<file path="src/rtl/fifo_uart_tx.sv">
// fifo_uart_tx: drains a FIFO with registered read data and sends each word as a UART frame.
// Define FIFO_UART_TX_PARITY_EN to add an even-parity bit between the data bits and the stop bit.
module fifo_uart_tx #(
   parameter int DATA_WIDTH   = 8,
   parameter int CLKS_PER_BIT = 16
) (
   input  logic                  clk,
   input  logic                  rst_n,
   input  logic                  enable,
   input  logic                  empty,
   input  logic [DATA_WIDTH-1:0] fifo_data,
   output logic                  pop,
   output logic                  tx,
   output logic                  busy,
   output logic                  frame_done
);

   localparam int CNT_W = $clog2(CLKS_PER_BIT);
   localparam int IDX_W = (DATA_WIDTH > 1) ? $clog2(DATA_WIDTH) : 1;
   localparam logic [CNT_W-1:0] CNT_LAST = CNT_W'(CLKS_PER_BIT - 1);
   localparam logic [IDX_W-1:0] IDX_LAST = IDX_W'(DATA_WIDTH - 1);

   typedef enum logic [2:0] {
      IDLE,
      POP,
      LOAD,
      START,
      DATA,
`ifdef FIFO_UART_TX_PARITY_EN
      PARITY,
`endif
      STOP
   } state_t;

   state_t                state;
   logic [DATA_WIDTH-1:0] shift_reg;
   logic [IDX_W-1:0]      bit_idx;
   logic [CNT_W-1:0]      baud_cnt;
   logic                  baud_end;
   logic [IDX_W-1:0]      next_idx;

   assign baud_end = (baud_cnt == CNT_LAST);
   assign next_idx = bit_idx + IDX_W'(1);
   assign busy     = (state != IDLE);

   // tx is loaded on the edge that enters each bit so the line changes exactly on bit boundaries.
   always_ff @(posedge clk or posedge rst_n) begin
      if (rst_n) begin
         state      <= IDLE;
         tx         <= 1'b1;
         pop        <= 1'b0;
         frame_done <= 1'b0;
         shift_reg  <= '0;
         bit_idx    <= '0;
         baud_cnt   <= '0;
      end else begin
         pop        <= 1'b0;
         frame_done <= 1'b0;
         case (state)
            IDLE: begin
               if (enable && !empty) begin
                  state <= POP;
                  pop   <= 1'b1;
               end
            end
            POP: begin
               state <= LOAD;
            end
            // The FIFO presents the popped word one cycle after the strobe, so capture it here.
            LOAD: begin
               shift_reg <= fifo_data;
               baud_cnt  <= '0;
               tx        <= 1'b0;
               state     <= START;
            end
            START: begin
               if (baud_end) begin
                  baud_cnt <= '0;
                  bit_idx  <= '0;
                  tx       <= shift_reg[0];
                  state    <= DATA;
               end else begin
                  baud_cnt <= baud_cnt + CNT_W'(1);
               end
            end
            DATA: begin
               if (baud_end) begin
                  baud_cnt <= '0;
                  if (bit_idx == IDX_LAST) begin
`ifdef FIFO_UART_TX_PARITY_EN
                     tx    <= ^shift_reg;
                     state <= PARITY;
`else
                     tx    <= 1'b1;
                     state <= STOP;
`endif
                  end else begin
                     bit_idx <= next_idx;
                     tx      <= shift_reg[next_idx];
                  end
               end else begin
                  baud_cnt <= baud_cnt + CNT_W'(1);
               end
            end
`ifdef FIFO_UART_TX_PARITY_EN
            PARITY: begin
               if (baud_end) begin
                  baud_cnt <= '0;
                  tx       <= 1'b1;
                  state    <= STOP;
               end else begin
                  baud_cnt <= baud_cnt + CNT_W'(1);
               end
            end
`endif
            STOP: begin
               if (baud_end) begin
                  baud_cnt   <= '0;
                  frame_done <= 1'b1;
                  state      <= IDLE;
               end else begin
                  baud_cnt <= baud_cnt + CNT_W'(1);
               end
            end
            default: begin
               tx    <= 1'b1;
               state <= IDLE;
            end
         endcase
      end
   end

endmodule

</file>
<file path="config.mk">
export PLATFORM = sky130hd
export DESIGN_NAME = fifo_uart_tx
export DESIGN_NICKNAME = d
export VERILOG_FILES = /design/src/rtl/fifo_uart_tx.sv
export SDC_FILE = /design/constraint.sdc
export NUM_CORES = 1
export LEC_CHECK = 0
export CORE_ASPECT_RATIO = 0.7
export CORE_UTILIZATION = 46
export CTS_BUF_LIST = sky130_fd_sc_hd__clkbuf_2
export CTS_CLUSTER_SIZE = 24
export DETAILED_ROUTE_END_ITERATION = 6
export PLACE_DENSITY = 0.69
export SYNTH_ARGS = -nofsm -noshare
export SYNTH_HDL_FRONTEND = slang
export SYNTH_SLANG_ARGS = --single-unit
</file>
<file path="constraint.sdc">
create_clock -name clk -period 2.1 [get_ports clk]
set_input_delay 0.42 -clock clk [delete_from_list [all_inputs] [get_ports clk]]
set_output_delay 0.42 -clock clk [all_outputs]
set_load 0.1 [all_outputs]
</file>
**Word level (Yosys, flattened, before mapping)**

Cells that the tools add are included.

- Bitwise logic cells: 1
- $add $sub $neg: 2
- Reduce and logical (&&, ||, !) cells: 11
- $lt $le $gt $ge: 1
- Muxes and demuxes: 21
- Equality and inequality tests: 13

Operators by type and width:

| kind | count |
|---|---|
| two-way mux 3 bit | 7 |
| one-hot mux 3 bit (6 select lines) | 1 |
| inequality test 2 bit (second input constant) | 6 |
| equality test 3 bit (second input constant) | 3 |
| two-way mux 1 bit | 8 |
| one-hot mux 4 bit (2 select lines) | 1 |
| equality test 3 x 2 -> 1 bit (second input constant) | 2 |
| one-hot mux 3 bit (2 select lines) | 1 |
| OR reduction 3 bit | 2 |
| AND reduction 5 bit | 1 |
| adder 4 x 1 -> 4 bit (second input constant) | 1 |
| equality test 4 bit (second input constant) | 1 |
| less-than comparator 3 x 4 -> 1 bit (second input constant) | 1 |
| two-way mux 4 bit | 1 |
| one-hot mux 1 bit (4 select lines) | 1 |
| AND reduction 4 bit | 1 |
| nonzero test 2 bit | 2 |
| adder 3 x 1 -> 3 bit (second input constant) | 1 |
| binary-select mux 1 bit (select 3 bit) | 1 |
| equality test 3 x 1 -> 1 bit (second input constant) | 1 |
| zero test 3 bit | 1 |
| AND reduction 3 bit | 1 |
| nonzero test 3 bit | 1 |
| logical AND 1 bit | 1 |
| 2 further kinds | 2 |

- Output and inout bits: 4
- Input port bits: 12
- Bits in registers: 21

**Longest topological paths before layout**

- Depth in word-level cells: 6
- Mapped depth: 6
- Gate-level depth less buffers: 6

**Least setup slack after synthesis**

OpenSTA, ideal clock, no wires.

- Path kind: reg2out
- From: reg state[0]
- To: out busy
- Slack: 266 ps
- Buffers on the path: 1
- Arrival: 1414 ps
- Cell stages (with the launch flop): 3
- Cells stage by stage: dfrtp_1 -> clkbuf_1 -> or3_1

- Cells in the longest elaborated chain, start to end: 1

RTL lines:

| item | line | text |
|---|---|---|
| start: declaration | 35 | `state_t state;` |
| start signal: assignment | 49 | `state <= IDLE;` |
| start signal: assignment | 62 | `state <= POP;` |
| start signal: assignment | 67 | `state <= LOAD;` |
| nonzero test 3 bit | 44 | `assign busy = (state != IDLE);` |
| end: declaration | 14 | `output logic busy,` |

No other way between the ends.

**Worst setup path in the final report**

- From: reg state[2]
- To: out busy

Same word-level chain as after synthesis.

==> impl_metrics.toml <==
[floorplan]
die_x_um = 61.2
coreArea_sq_um = 2220
die-area_sq_um = 2660
die_h_um = 43.4
rows = 14
start_util_pct = 50.7
num_io_pins = 16

[sta]
hold_violations = 0
slew_headroom_pct = 68.2
max_freq_ghz = 0.517
setup_violations = 0
final_max_slew_viol_count = 0
grt_setup_unrepaired = "no"
tns_ps = 0
period_needed_ps = 1930
worst-slew-pin-transition_ps = 477
period_share_pct = 92.0
fin_skew_ps = 2.26

[worst_setup_path]
crit_path_max_incr_delay_ps = 430
ff2ff_path_depth = 6
path_max_fanout = 20
r2r_start = "bit_idx[0]"
rrSetupSlack_ps = 260
crit_slowest_cell = "dfrtp_1"
cp_data_arrival_time_ps = 1510
critPathKind = "reg -> out"
r2r_end = "tx"
start_kind = "flip-flop"
worstPathRequired_ps = 1680
cp_cell_sequence = "buf_4 -> or3_1 -> buf_12"
end_kind = "output port"

[logic_synthesis]
synth_edf_count = 0
ys_ff_latch = 21
synthesis.nets = 121
yosysSeqAreaShare_pct = 46.7
synth_most_common_cell = "dfrtp_1"
synthFlopType = "dfrtp_1"
synthCells = 106
syn_area_per_cell_sq_um = 10.6
yosys-top-cells-count = "20 x dfrtp_1, 11 x mux2_2, 10 x nand2_1"
yosys_warnings = 0
synthTopCellsByArea = "dfrtp_1 44%, mux2_2 11%, ha_1 3.3%"
synth.distinct_cells = 36
synth_top_area_cell = "dfrtp_1"
synth_top_area_share_pct = 44.4
netlist_area_sq_um = 1130
async_flop_share_pct = 100

[clock_network]
cts.clk_slew.worst_paths_ps = 180
clkLatencyLatePin_ps = 310
cts_htree_levels = 1
post_cts_buffers = 0
numCtsBuffers = 3
tritoncts = "yes"
cts_buffer_depth = 2
cts-root-buf = "clkbuf_2"
cts-resized-gates = 0
clock-sinks = 21
cts_hold_buf = 0

[global_route]
grt_usage_pct = 20.7
met2_usage_pct = 27.0
grt_pass1_wl_mm = 3.91
met3_usage_pct = 7.76
use_met1_pct = 32.6
busiest_layer = "met1"
grt_antenna_before_repair = 0
grt_overflow = 0
grt_max_degree = 21
grt_pass1_vias = 787

[final_layout]
insertedDiodeCount = 0
drive_gt1_share_pct = 22.4
syn_to_final_growth_pct = 21.2
nets = 141
fin_cells = 157
largest_reg_flops = 8

[job]
cap_viol_max_count = 0

[placed_design]
finalWeightedCongestion = 0.826
port_buffers = 15
placedCellCount = 153
hpwlAfterDp_mm = 1.77

[route]
wirelength_mm = 2.32
drt_pre_antenna_iters = 4
detail_route.iter0.violations = 41
avgRoutedWirePerCell_um = 14.8
via_per_inst = 5.61
drc = 0
vias = 881
antenna_left = 0

[power]
leakage_nw = 0.623
vdd_drop_max_mv = 0.442
p_per_area_nw_per_um2 = 469
power_uw = 641

[min_path]
hp-class = "in -> async"

[outcome]
outcome = "complete, no violations"
## placed cells by master (no fill, tap or decap), drive strengths merged, types with 2 or more instances in the layout
cell type	n
o22ai	2
dfrtp	20
o21a	2
nor2b	2
clkbuf	4
mux4	2
nand2	10
nand2b	3
ha	3
inv	4
a21oi	3
clkdlybuf4s50	11
buf	8
a22oi	2
nor2	8
nor3	3
mux2	11
nand3	4
o31ai	3
or3	2
o21ai	5
## power breakdown
group          internal [mW]  total (mW)  leakage, nW  switching [mW]
Sequential             0.414       0.420        0.243         0.00577
Combinational         0.0334      0.0561        0.363          0.0226
Clock                 0.0505       0.165       0.0166           0.114
## cell families after synthesis
logic type | share of synthesized area, %
multiplexers | 16.2
flip-flops | 46.7
adder cells (fa/ha/maj) | 3.33
buffers and inverters | 2.77
AND/OR/NAND/NOR | 15.4
AO/OA/AOI/OAI | 15.5
## worst max-delay path: cells and delay by family, from the launching register on
kind | cells | cell delay [ps]
buffers and inverters | 2 | 390
DFF | 1 | 430
and+or+nand+nor | 1 | 380
## metrics by stage
step                worst slack, ps  utilization [%]  hold slack (ps)  instance area [sq um]
floorplan                       266                -              396                   1130
finish                          167             61.4              391                   1370
detailed placement              297             60.5              505                   1350
CTS                             150             61.4              395                   1370
global route                   52.4             61.4              389                   1370
global placement                344             60.5              491                   1350
## how the worst max path moves through the flow
| stage | from | to | slack [ps] | depth (start not counted) |
|---|---|---|---|---|
| after detailed placement | bit_idx[0] | tx | 300 | 6 |
| after CTS | state[2] | busy | 150 | 3 |
| after global routing | state[2] | busy | 50 | 3 |
| final | state[2] | busy | 170 | 3 |
| after global placement | bit_idx[0] | tx | 340 | 6 |
| after floorplan | state[0] | busy | 270 | 2 |
## layout make-up
type                    instances  area, sq um
clock buffers                   4         20.0
inverters                       4         15.0
repair buffers                 19          195
fillers                       197          858
well taps                      32         40.0
multi-input cells              77          569
flip-flops and latches         21          527
## metal layers
metal / wire, um / up-vias
met4: 9 / 0
li1: - / 431
met2: 978 / 40
met5: 0 / -
met3: 132 / 2
met1: 1200 / 408
(Power assumes the default switching activity.)
